==> src/rtl/mem_arbiter_pkg.sv <==
// rtl/mem_arbiter_pkg.sv - shared types and helpers for the memory-port arbiter
// Purpose: FSM state type, port-count ceiling and a width helper used for
//          the round-robin pointer and timeout counter.
package mem_arbiter_pkg;

    typedef enum logic {
        ARB_IDLE = 1'b0,
        ARB_BUSY = 1'b1
    } arb_state_e;

    localparam int MEM_ARB_MAX_PORTS = 8;

    // Bits needed to hold 0..value-1, never less than one so that
    // degenerate sizes still give a legal vector.
    function automatic int clog2_min1(input int value);
        int w;
        w = 1;
        while ((1 << w) < value) begin
            w++;
        end
        return w;
    endfunction

endpackage

==> src/rtl/mem_arbiter_if.sv <==
// rtl/mem_arbiter_if.sv - requester and DRAM-side bundle of the memory-port arbiter
// Purpose: groups every non-clock/reset signal of mem_arbiter.
// Ports (slave = arbiter view):
//   in : mem_en, req_ip, we_ip, addr_ip, wdata_ip, be_ip, mem_rvalid_ip, mem_rdata_ip
//   out: gnt_op, rvalid_op, rdata_op, err_op, busy_op,
//        mem_req_op, mem_we_op, mem_addr_op, mem_wdata_op, mem_be_op
// The master modport is the environment (pipeline stages + DRAM) view.
interface mem_arbiter_if #(
    parameter int NUM_PORTS  = 2,
    parameter int ADDR_WIDTH = 32,
    parameter int DATA_WIDTH = 32
);
    logic                               mem_en;
    logic [NUM_PORTS-1:0]               req_ip;
    logic [NUM_PORTS-1:0]               we_ip;
    logic [NUM_PORTS*ADDR_WIDTH-1:0]    addr_ip;
    logic [NUM_PORTS*DATA_WIDTH-1:0]    wdata_ip;
    logic [NUM_PORTS*DATA_WIDTH/8-1:0]  be_ip;
    logic [NUM_PORTS-1:0]               gnt_op;
    logic [NUM_PORTS-1:0]               rvalid_op;
    logic [DATA_WIDTH-1:0]              rdata_op;
    logic                               err_op;
    logic                               busy_op;
    logic                               mem_req_op;
    logic                               mem_we_op;
    logic [ADDR_WIDTH-1:0]              mem_addr_op;
    logic [DATA_WIDTH-1:0]              mem_wdata_op;
    logic [DATA_WIDTH/8-1:0]            mem_be_op;
    logic                               mem_rvalid_ip;
    logic [DATA_WIDTH-1:0]              mem_rdata_ip;

    modport slave (
        input  mem_en, req_ip, we_ip, addr_ip, wdata_ip, be_ip, mem_rvalid_ip, mem_rdata_ip,
        output gnt_op, rvalid_op, rdata_op, err_op, busy_op,
               mem_req_op, mem_we_op, mem_addr_op, mem_wdata_op, mem_be_op
    );

    modport master (
        output mem_en, req_ip, we_ip, addr_ip, wdata_ip, be_ip, mem_rvalid_ip, mem_rdata_ip,
        input  gnt_op, rvalid_op, rdata_op, err_op, busy_op,
               mem_req_op, mem_we_op, mem_addr_op, mem_wdata_op, mem_be_op
    );
endinterface

==> src/rtl/mem_arbiter_rr_picker.sv <==
// rtl/mem_arbiter_rr_picker.sv - combinational winner selection for mem_arbiter
// Purpose: picks one requester, either lowest index (fixed) or the first set
//          index at or above rr_ptr with wrap-around (round-robin).
// Ports:
//   req_i    in  NUM_PORTS  request vector
//   rr_ptr_i in  PW         round-robin start index (always < NUM_PORTS)
//   fixed_i  in  1          1 = fixed lowest-index priority
//   gnt_o    out NUM_PORTS  one-hot winner
//   idx_o    out PW         binary winner index
//   valid_o  out 1          any request present
module arb_rr_picker #(
    parameter int NUM_PORTS = 2,
    parameter int PW        = 1
) (
    input  logic [NUM_PORTS-1:0] req_i,
    input  logic [PW-1:0]        rr_ptr_i,
    input  logic                 fixed_i,
    output logic [NUM_PORTS-1:0] gnt_o,
    output logic [PW-1:0]        idx_o,
    output logic                 valid_o
);
    always_comb begin : pick
        logic [PW:0] cand;
        gnt_o   = '0;
        idx_o   = '0;
        valid_o = 1'b0;
        cand    = '0;
        for (int i = 0; i < NUM_PORTS; i++) begin
            // One extra bit so ptr+i cannot overflow before the explicit wrap;
            // after the wrap cand < NUM_PORTS, so the low PW bits are exact.
            cand = fixed_i ? (PW+1)'(i) : ({1'b0, rr_ptr_i} + (PW+1)'(i));
            if (cand >= (PW+1)'(NUM_PORTS)) begin
                cand = cand - (PW+1)'(NUM_PORTS);
            end
            if (!valid_o && req_i[cand[PW-1:0]]) begin
                valid_o               = 1'b1;
                gnt_o[cand[PW-1:0]]   = 1'b1;
                idx_o                 = cand[PW-1:0];
            end
        end
    end
endmodule

==> src/rtl/mem_arbiter.sv <==
// rtl/mem_arbiter.sv - N-requester to single DRAM port arbiter, one outstanding transaction
// Purpose: 0-cycle grant in IDLE, waits in BUSY for the DRAM response or a
//          timeout, then routes the response pulse back to the owning port.
// Ports:
//   clock  in  core clock
//   reset  in  synchronous active-high reset
//   bus    mem_arbiter_if.slave (requester handshakes + DRAM port)
module mem_arbiter
    import mem_arbiter_pkg::*;
#(
    parameter int NUM_PORTS      = 2,
    parameter int ADDR_WIDTH     = 32,
    parameter int DATA_WIDTH     = 32,
    parameter int FIXED_PRIORITY = 0,
    parameter int TIMEOUT_CYCLES = 16
) (
    input  logic           clock,
    input  logic           reset,
    mem_arbiter_if.slave   bus
);
    localparam int PW = clog2_min1(NUM_PORTS);
    localparam int CW = clog2_min1(TIMEOUT_CYCLES);
    localparam int BW = DATA_WIDTH / 8;

    arb_state_e     state_q, state_d;
    logic [PW-1:0]  rr_ptr_q, rr_ptr_d;
    logic [PW-1:0]  owner_q, owner_d;
    logic           we_q, we_d;
    logic [CW-1:0]  cnt_q, cnt_d;

    logic [NUM_PORTS-1:0] pick_gnt;
    logic [PW-1:0]        pick_idx;
    logic                 pick_valid;

    logic [NUM_PORTS-1:0]  gnt_c, rvalid_c;
    logic [DATA_WIDTH-1:0] rdata_c, wdata_c;
    logic [ADDR_WIDTH-1:0] addr_c;
    logic [BW-1:0]         be_c;
    logic                  err_c, busy_c, req_c, we_c;

    arb_rr_picker #(
        .NUM_PORTS (NUM_PORTS),
        .PW        (PW)
    ) u_picker (
        .req_i    (bus.req_ip),
        .rr_ptr_i (rr_ptr_q),
        .fixed_i  (FIXED_PRIORITY != 0),
        .gnt_o    (pick_gnt),
        .idx_o    (pick_idx),
        .valid_o  (pick_valid)
    );

    always_comb begin
        state_d  = state_q;
        rr_ptr_d = rr_ptr_q;
        owner_d  = owner_q;
        we_d     = we_q;
        cnt_d    = cnt_q;
        gnt_c    = '0;
        rvalid_c = '0;
        rdata_c  = '0;
        err_c    = 1'b0;
        busy_c   = 1'b0;
        req_c    = 1'b0;
        we_c     = 1'b0;
        addr_c   = '0;
        wdata_c  = '0;
        be_c     = '0;

        if (state_q == ARB_IDLE) begin
            if (bus.mem_en && pick_valid) begin
                gnt_c = pick_gnt;
                req_c = 1'b1;
                for (int i = 0; i < NUM_PORTS; i++) begin
                    if (pick_gnt[i]) begin
                        we_c    = bus.we_ip[i];
                        addr_c  = bus.addr_ip[i*ADDR_WIDTH +: ADDR_WIDTH];
                        wdata_c = bus.wdata_ip[i*DATA_WIDTH +: DATA_WIDTH];
                        be_c    = bus.be_ip[i*BW +: BW];
                    end
                end
                owner_d  = pick_idx;
                we_d     = we_c;
                cnt_d    = '0;
                state_d  = ARB_BUSY;
                rr_ptr_d = (pick_idx == PW'(NUM_PORTS-1)) ? '0 : pick_idx + PW'(1);
            end
        end else begin
            busy_c = 1'b1;
            cnt_d  = cnt_q + CW'(1);
            // A real response beats a timeout landing in the same cycle.
            if (bus.mem_rvalid_ip) begin
                rvalid_c[owner_q] = 1'b1;
                rdata_c           = we_q ? '0 : bus.mem_rdata_ip;
                state_d           = ARB_IDLE;
                cnt_d             = '0;
            end else if (cnt_q == CW'(TIMEOUT_CYCLES-1)) begin
                rvalid_c[owner_q] = 1'b1;
                err_c             = 1'b1;
                state_d           = ARB_IDLE;
                cnt_d             = '0;
            end
        end

        // Outputs are forced quiet during reset so an aborted owner never
        // sees a response and no grant escapes in the reset cycle.
        if (reset) begin
            gnt_c    = '0;
            rvalid_c = '0;
            rdata_c  = '0;
            err_c    = 1'b0;
            busy_c   = 1'b0;
            req_c    = 1'b0;
            we_c     = 1'b0;
            addr_c   = '0;
            wdata_c  = '0;
            be_c     = '0;
        end
    end

    always_ff @(posedge clock) begin
        if (reset) begin
            state_q  <= ARB_IDLE;
            rr_ptr_q <= '0;
            owner_q  <= '0;
            we_q     <= 1'b0;
            cnt_q    <= '0;
        end else begin
            state_q  <= state_d;
            rr_ptr_q <= rr_ptr_d;
            owner_q  <= owner_d;
            we_q     <= we_d;
            cnt_q    <= cnt_d;
        end
    end

    assign bus.gnt_op       = gnt_c;
    assign bus.rvalid_op    = rvalid_c;
    assign bus.rdata_op     = rdata_c;
    assign bus.err_op       = err_c;
    assign bus.busy_op      = busy_c;
    assign bus.mem_req_op   = req_c;
    assign bus.mem_we_op    = we_c;
    assign bus.mem_addr_op  = addr_c;
    assign bus.mem_wdata_op = wdata_c;
    assign bus.mem_be_op    = be_c;

    always_ff @(posedge clock) begin
        if (!reset) begin
            assert (NUM_PORTS >= 2 && NUM_PORTS <= MEM_ARB_MAX_PORTS);
            assert ($onehot0(gnt_c));
            assert ($onehot0(rvalid_c));
            assert (!(state_q == ARB_BUSY && (|gnt_c)));
        end
    end
endmodule

==> src/flat_wrapper.sv <==
// flat-port wrapper written by rule: the top's interface ports become plain ports
module mem_arbiter_flat import mem_arbiter_pkg::*;
#(
    parameter int NUM_PORTS      = 2,
    parameter int ADDR_WIDTH     = 32,
    parameter int DATA_WIDTH     = 32,
    parameter int FIXED_PRIORITY = 0,
    parameter int TIMEOUT_CYCLES = 16
)
  (clock, reset, bus_mem_en, bus_req_ip, bus_we_ip, bus_addr_ip, bus_wdata_ip, bus_be_ip, bus_mem_rvalid_ip, bus_mem_rdata_ip, bus_gnt_op, bus_rvalid_op, bus_rdata_op, bus_err_op, bus_busy_op, bus_mem_req_op, bus_mem_we_op, bus_mem_addr_op, bus_mem_wdata_op, bus_mem_be_op);
  mem_arbiter_if #(.NUM_PORTS(NUM_PORTS), .ADDR_WIDTH(ADDR_WIDTH), .DATA_WIDTH(DATA_WIDTH)) bus_i ();
  input  logic clock;
  input  logic reset;
  input wire logic [$bits(bus_i.mem_en)-1:0] bus_mem_en;
  input wire logic [$bits(bus_i.req_ip)-1:0] bus_req_ip;
  input wire logic [$bits(bus_i.we_ip)-1:0] bus_we_ip;
  input wire logic [$bits(bus_i.addr_ip)-1:0] bus_addr_ip;
  input wire logic [$bits(bus_i.wdata_ip)-1:0] bus_wdata_ip;
  input wire logic [$bits(bus_i.be_ip)-1:0] bus_be_ip;
  input wire logic [$bits(bus_i.mem_rvalid_ip)-1:0] bus_mem_rvalid_ip;
  input wire logic [$bits(bus_i.mem_rdata_ip)-1:0] bus_mem_rdata_ip;
  output wire logic [$bits(bus_i.gnt_op)-1:0] bus_gnt_op;
  output wire logic [$bits(bus_i.rvalid_op)-1:0] bus_rvalid_op;
  output wire logic [$bits(bus_i.rdata_op)-1:0] bus_rdata_op;
  output wire logic [$bits(bus_i.err_op)-1:0] bus_err_op;
  output wire logic [$bits(bus_i.busy_op)-1:0] bus_busy_op;
  output wire logic [$bits(bus_i.mem_req_op)-1:0] bus_mem_req_op;
  output wire logic [$bits(bus_i.mem_we_op)-1:0] bus_mem_we_op;
  output wire logic [$bits(bus_i.mem_addr_op)-1:0] bus_mem_addr_op;
  output wire logic [$bits(bus_i.mem_wdata_op)-1:0] bus_mem_wdata_op;
  output wire logic [$bits(bus_i.mem_be_op)-1:0] bus_mem_be_op;
  assign bus_i.mem_en = bus_mem_en;
  assign bus_i.req_ip = bus_req_ip;
  assign bus_i.we_ip = bus_we_ip;
  assign bus_i.addr_ip = bus_addr_ip;
  assign bus_i.wdata_ip = bus_wdata_ip;
  assign bus_i.be_ip = bus_be_ip;
  assign bus_i.mem_rvalid_ip = bus_mem_rvalid_ip;
  assign bus_i.mem_rdata_ip = bus_mem_rdata_ip;
  assign bus_gnt_op = bus_i.gnt_op;
  assign bus_rvalid_op = bus_i.rvalid_op;
  assign bus_rdata_op = bus_i.rdata_op;
  assign bus_err_op = bus_i.err_op;
  assign bus_busy_op = bus_i.busy_op;
  assign bus_mem_req_op = bus_i.mem_req_op;
  assign bus_mem_we_op = bus_i.mem_we_op;
  assign bus_mem_addr_op = bus_i.mem_addr_op;
  assign bus_mem_wdata_op = bus_i.mem_wdata_op;
  assign bus_mem_be_op = bus_i.mem_be_op;
  mem_arbiter #(.NUM_PORTS(NUM_PORTS), .ADDR_WIDTH(ADDR_WIDTH), .DATA_WIDTH(DATA_WIDTH), .FIXED_PRIORITY(FIXED_PRIORITY), .TIMEOUT_CYCLES(TIMEOUT_CYCLES)) u_core (.clock(clock), .reset(reset), .bus(bus_i));
endmodule
==> config.mk <==
export PLATFORM = sky130hd
export DESIGN_NAME = mem_arbiter_flat
export DESIGN_NICKNAME = d
export VERILOG_FILES = /design/src/rtl/mem_arbiter_pkg.sv /design/src/rtl/mem_arbiter_if.sv /design/src/rtl/mem_arbiter_rr_picker.sv /design/src/rtl/mem_arbiter.sv /design/src/flat_wrapper.sv
export SDC_FILE = /design/constraint.sdc
export NUM_CORES = 1
export LEC_CHECK = 0
export ABC_CLOCK_PERIOD_IN_PS = 2300
export CAP_MARGIN = 20
export CORE_AREA = 2 2 109 111
export DETAILED_ROUTE_END_ITERATION = 12
export DIE_AREA = 0 0 111 113
export PLACE_DENSITY = 0.6
export SLEW_MARGIN = 20
export SYNTH_ARGS = -nofsm -noshare
export SYNTH_HDL_FRONTEND = slang
export SYNTH_HIERARCHICAL = 1
export SYNTH_SLANG_ARGS = --single-unit
==> constraint.sdc <==
create_clock -name clock -period 2.3 [get_ports clock]
set_clock_uncertainty 0.2 [all_clocks]
set_input_delay 0.46 -clock clock [delete_from_list [all_inputs] [get_ports clock]]
set_output_delay 0.46 -clock clock [all_outputs]
set_load 0.005 [all_outputs]
======== Yosys cells after proc, flatten, opt, wreduce, memory -nomap -nowiden ========
Cells that the tools add are included.
word-level totals
  register bits ........................... 8
  output and inout bits ................... 108
  logic and storage cells ................. 95
cells by class
  add/subtract/negate cells ............... 5
  order comparisons ....................... 8
  eq/ne operators ......................... 1
  mux-type cells .......................... 66
  bitwise gates (word level) .............. 2
  reductions and logical operators ........ 8
operator list
  operator                                                           count
  2-to-1 mux 32 bit                                                  14
  2-to-1 mux 4 bit                                                   9
  2-to-1 mux 1 bit                                                   31
  2-to-1 mux 2 bit                                                   9
  less-than comparator 1 x 2 -> 1 bit, second input constant         3
  logical AND 1 bit                                                  5
  adder 4 x 1 -> 4 bit, second input constant                        1
  == test 4 bit, second input constant                               1
  demux 1 bit (select 1 bit)                                         3
  greater-or-equal comparator 1 bit, second input constant           3
  adder 1 x 1 -> 2 bit, second input constant                        1
  greater-or-equal comparator 1 x 2 -> 1 bit, second input constant  1
  greater-or-equal comparator 2 bit, second input constant           1
  OR 2 bit                                                           1
  AND reduction 2 bit                                                1
  nonzero test 2 bit                                                 1
  subtractor 1 bit, second input constant                            2
  adder 1 bit, second input constant                                 1
  logical NOT 1 bit                                                  1
  NOT 1 bit                                                          1

======== Depth between registers and ports, before layout ========
  depth after elaboration ................. 14
  mapped depth ............................ 8
  gate-level depth less buffers ........... 5

======== Modules after synthesis ========
The synthesis kept the hierarchy.
by module, submodules not included
  module         instances  cells each  area an instance (um^2)  seq. area each (um^2)
  mem_arbiter    1          174         1365.1                   160.2
  arb_rr_picker  1          6           43.8                     0.0

======== Worst setup path after synthesis ========
OpenSTA, ideal clock, no wires.
  path type ............................... input port to output port
  start ................................... input bus_req_ip[0]
  end ..................................... output bus_mem_wdata_op[12]
  data arrival time ....................... 1.658 ns
  data required time ...................... 1.640 ns
  setup slack ............................. -0.018 ns
  stages .................................. 7
  buffers on the path ..................... 3
  cell sequence ........................... or2_1 and4bb_4 and2_1 buf_6 buf_6 buf_6 a22o_1
on the way
  word-level cells in the longest chain between the ends .. 11
ends and longest elaborated chain
  element                                              RTL line                     RTL
  start, declared                                      flat_wrapper.sv:15           input wire logic [$bits(bus_i.req_ip)-1:0] bus_req_ip;
  2-to-1 mux 1 bit (implied by the code) (2 in a row)  mem_arbiter_rr_picker.sv:35  if (!valid_o && req_i[cand[PW-1:0]]) begin
  2-to-1 mux 1 bit                                     mem_arbiter_rr_picker.sv:35
  logical NOT 1 bit                                    mem_arbiter_rr_picker.sv:35
  logical AND 1 bit                                    mem_arbiter_rr_picker.sv:35
  2-to-1 mux 2 bit                                     mem_arbiter_rr_picker.sv:35
  2-to-1 mux 32 bit (2 in a row)                       mem_arbiter.sv:75            if (pick_gnt[i]) begin
  2-to-1 mux 32 bit *                                  mem_arbiter.sv:71            if (bus.mem_en && pick_valid) begin
  2-to-1 mux 32 bit *                                  mem_arbiter.sv:70            if (state_q == ARB_IDLE) begin
  2-to-1 mux 32 bit *                                  mem_arbiter.sv:107           if (reset) begin
  end, declared                                        flat_wrapper.sv:30           output wire logic [$bits(bus_i.mem_wdata_op)-1:0] bus_mem_wdata_op;
Mark *: on every way between the ends. The rest lies on a longest branch, timed or not. The select of a mux whose other input is x is not followed.

======== Worst setup path after layout ========
  start ................................... input bus_req_ip[0]
  end ..................................... output bus_mem_addr_op[31]
RTL lines
  element                                              RTL line                     RTL
  2-to-1 mux 1 bit (implied by the code) (2 in a row)  mem_arbiter_rr_picker.sv:35
  2-to-1 mux 1 bit                                     mem_arbiter_rr_picker.sv:35
  logical NOT 1 bit                                    mem_arbiter_rr_picker.sv:35
  logical AND 1 bit                                    mem_arbiter_rr_picker.sv:35
  2-to-1 mux 1 bit *                                   mem_arbiter_rr_picker.sv:35
  net u_core.pick_valid                                mem_arbiter.sv:33            logic pick_valid;
  logical AND 1 bit *                                  mem_arbiter.sv:71
  2-to-1 mux 32 bit *                                  mem_arbiter.sv:71
  2-to-1 mux 32 bit *                                  mem_arbiter.sv:70
  2-to-1 mux 32 bit *                                  mem_arbiter.sv:107
  end, declared                                        flat_wrapper.sv:29           output wire logic [$bits(bus_i.mem_addr_op)-1:0] bus_mem_addr_op;
Mark *: on every way through the listed nets, which the timed path passes. The rest lies on a longest branch. The select of a mux whose other input is x is not followed.

==> metrics.md <==
| Metric | Value |
|---|---|
| Run status | complete, but fails checks |
| Layout Nets | 680 |
| Setup_tns | -13.50 ns |
| CP Class | in2out |
| Gate power share | 0.575 |
| Worst Reg-to-Reg Cells | 7 |
| Final weighted congestion of routability-driven global placement | 0.825 |
| Portion of synthesized cell area occupied by the leading cell type | 0.423 |
| Core Util, Final | 0.436 |
| Fill count | 1138 |
| Final count of hold timing violations | 0 |
| Final cycle utilization of the critical path | 1.10 |
| Total of hold buffers inserted after clock tree synthesis | 0 |
| Sequential element share of the synthesized area | 0.114 |
| Initial antenna violation count | 1 |
| Crit path launch type | input port |
| Root Buffer | sky130_fd_sc_hd__clkbuf_16 |
| Mean number of vias per cell | 4.40 |
| Clk buf depth | 2 |
| Number of slew-limit violations in the final report | 0 |
| Unrepaired setup endpoints after global routing | yes |
| Worst-case setup margin in the final layout | -0.240 ns |
| Die Footprint | 12500 um^2 |
| Post-Syn Area per Cell | 7.83 um^2 |
| DRC violation count after routing | 0 |
| Total design power | 1050 uW |
| Reg clk slew, reported paths | 0.04 ns |
| Area of the multi-input gates | 1200 um^2 |
| Yosys Warn Count | 6 |
| Fraction of layout cells with a size suffix above 1 | 0.405 |
| Routed Wire Length | 11.4 mm |
| Global-route wire length before repair | 17.0 mm |
| First-pass iteration count of the detailed router | 4 |
| Area of the placeable core | 11300 um^2 |
| Overall Global Routing Usage | 0.170 |
| Worst IR drop on VDD | 0.000373 V |
| Storage element area | 165 um^2 |
| Int Power | 810 uW |
| WL per Instance | 17.6 um |
| DR iter-0 viols | 110 |
| Crit path DAT | 1.88 ns |
| Hold path cells | 2 |
| Cell Rows | 39 |
| Post-synthesis net count | 357 |
| Final min period | 2.54 ns |
| Chip width | 111 um |
| Worst min-delay path category | reg2reg |
| Clock Sink Count | 8 |
| Post-synthesis register bit count | 8 |
| Dominant cell type by area after synthesis | sky130_fd_sc_hd__a22o_1 |
| Net switching power | 244 uW |
| Initial Utilization | 0.125 |
| Signed area change from the synthesized netlist to the final layout | 249% |
| Final design instance area without fill | 4920 um^2 |
| Share of power burned in registers | 0.142 |
| Clock network fraction of design power | 0.283 |
| Max-Cap Viols | 0 |
| Total setup violations reported at the end of the flow | 68 |
| Post-synth design cell area | 1410 um^2 |
| Unique cell type count in the Yosys netlist | 33 |
| Worst skew pair latency | 0.23 ns |
| Data required time of the worst path | 1.64 ns |
| Number of vias in the routed layout | 2838 |
| Antenna-violating nets left | 0 |
| Number of global-route vias before repair | 3034 |
| Leading post-synthesis cells by cell area | sky130_fd_sc_hd__a22o_1, sky130_fd_sc_hd__and2_1, sky130_fd_sc_hd__dfxtp_1 |
| Min Hold Slack | 0.253 ns |
| Leakage | 0.00229 uW |
| CTS tree | done |
| Number of CTS-inserted buffers | 3 |
| Peak fanout along the critical path | 10 |
| Synthesized netlist cell count | 180 |
| Standard cell area after detailed placement | 4480 um^2 |
| Detailed placement HPWL | 7.89 mm |
| Setup crit end kind | output pin |
| Pin count of the biggest net entering global routing | 22 |
| Max Clock Freq | 0.394 GHz |
| Residual overflow from global routing | 0 |
| Floorplan die height | 113 um |
| # IOs | 284 |
| IO Port Bufs | 283 |
| Failing checks | setup timing |
| Maximum level of the CTS H-tree | 1 |
| Net Sw Frac | 0.231 |
| Pwr/cell area | 214 nW/um^2 |
-- repair_timing --
action	CTS	global route
pin swaps	46	15
gates resized for setup	494	23
setup endpoints to repair	108	94
cloned	15	0
buffers inserted	33	3
-- Yosys cell counts (all sizes together) --
| library cell | instances |
|---|---|
| a211oi | 1 |
| a21oi | 6 |
| a221oi | 1 |
| a22o | 68 |
| a22oi | 2 |
| a31oi | 1 |
| and2 | 35 |
| and3 | 1 |
| and3b | 1 |
| and4bb | 1 |
| buf | 18 |
| clkbuf | 3 |
| conb | 1 |
| dfxtp | 8 |
| ha | 1 |
| inv | 3 |
| mux2i | 2 |
| nand2 | 4 |
| nand3 | 2 |
| nand3b | 1 |
| nand4 | 1 |
| nor2 | 5 |
| nor2b | 6 |
| nor3 | 1 |
| nor3b | 1 |
| o21a | 2 |
| o21ai | 1 |
| or2 | 2 |
| or3b | 1 |
-- per-layer routing --
layer | global-route usage | routed length, um | share of wire
met1 | 0.186 | 4350 | 0.38
met2 | 0.322 | 5850 | 0.51
met3 | 0.0396 | 838 | 0.074
met4 | 0.0600 | 337 | 0.030
met5 | 0 | 0 | 0
-- stage by stage --
stage / setup slack [ns] / instances
6_report: -0.240 / 645
5_1_grt: -0.285 / 645
4_1_cts: -0.245 / 648
3_5_place_dp: -0.868 / 601
3_3_place_gp: -0.831 / 601
2_1_floorplan: 0.00353 / 180
-- area by class of cell --
class                   instances  share of cell area
diodes                          1            0.000509
clock buffers                   3              0.0153
inverters                       3             0.00229
multi-input cells             148               0.244
flip-flops and latches          8              0.0336
well taps                     143              0.0364
repair buffers                339               0.668
-- worst max-delay path, cell delays in order --
cell and delay, ns:
sky130_fd_sc_hd__buf_6 0.09, sky130_fd_sc_hd__or2_4 0.24, sky130_fd_sc_hd__and4bb_4 0.20, sky130_fd_sc_hd__and2_4 0.18, sky130_fd_sc_hd__buf_12 0.13, sky130_fd_sc_hd__buf_12 0.13
sky130_fd_sc_hd__buf_16 0.14, sky130_fd_sc_hd__a22o_1 0.17, sky130_fd_sc_hd__buf_2 0.12
-- state kept, by name, summed over array words and instances, names as in the netlist --
| signal | flops |
|---|---|
| u_core/cnt_q | 4 |
| u_core/owner_q | 1 |
| u_core/rr_ptr_q | 1 |
| u_core/state_q | 1 |
| u_core/we_q | 1 |
-- cells by family after synthesis --
logic type / Yosys count / synth area share
simple gates: 62 / 0.274
flops: 8 / 0.114
mux: 2 / 0.0142
other cells: 1 / 0.00266
fa+ha+maj: 1 / 0.00888
buf+inv: 24 / 0.101
compound gates: 82 / 0.485
-- cells in the final DEF (no fill, tap or decap), types with 2 or more instances in the layout --
cell type                         netlist  layout
sky130_fd_sc_hd__nor2b_1                5       3
sky130_fd_sc_hd__buf_2                 12      74
sky130_fd_sc_hd__and2_1                35      11
sky130_fd_sc_hd__buf_12                 0       9
sky130_fd_sc_hd__a21oi_1                6       5
sky130_fd_sc_hd__buf_4                  2      18
sky130_fd_sc_hd__a22o_1                68      68
sky130_fd_sc_hd__and2_4                 0      24
sky130_fd_sc_hd__clkbuf_16              0       3
sky130_fd_sc_hd__inv_1                  3       2
sky130_fd_sc_hd__clkbuf_2               0       8
sky130_fd_sc_hd__dfxtp_1                8       4
sky130_fd_sc_hd__nor2b_4                1       2
sky130_fd_sc_hd__buf_6                  4      37
sky130_fd_sc_hd__dlygate4sd2_1          0       5
sky130_fd_sc_hd__dfxtp_2                0       4
sky130_fd_sc_hd__nand3_1                2       2
sky130_fd_sc_hd__clkdlybuf4s50_1        0     172
sky130_fd_sc_hd__mux2i_1                2       2
sky130_fd_sc_hd__nand2_1                4       4
sky130_fd_sc_hd__nor2_1                 5       5
sky130_fd_sc_hd__buf_8                  0       4
sky130_fd_sc_hd__buf_16                 0      11
sky130_fd_sc_hd__o21a_1                 2       2
-- power by group through the flow --
stage / sequential [uW] / clock, uW / combinational, uW
2_1_floorplan: 150 / 0 / 112
3_3_place_gp: 151 / 0 / 543
3_5_place_dp: 151 / 0 / 548
4_1_cts: 150 / 301 / 620
5_1_grt: 150 / 310 / 646
6_report: 150 / 298 / 606
-- path summary, 6_finish.rpt --
check                         to  slack [ns]       startpoint
max reg2reg          u_core/we_q        0.62  u_core/rr_ptr_q
min              u_core/rr_ptr_q        0.25  u_core/rr_ptr_q
min reg2reg      u_core/rr_ptr_q        0.25  u_core/rr_ptr_q
max          bus_mem_addr_op[31]       -0.24    bus_req_ip[0]
Power figures use the tool's default switching activity.
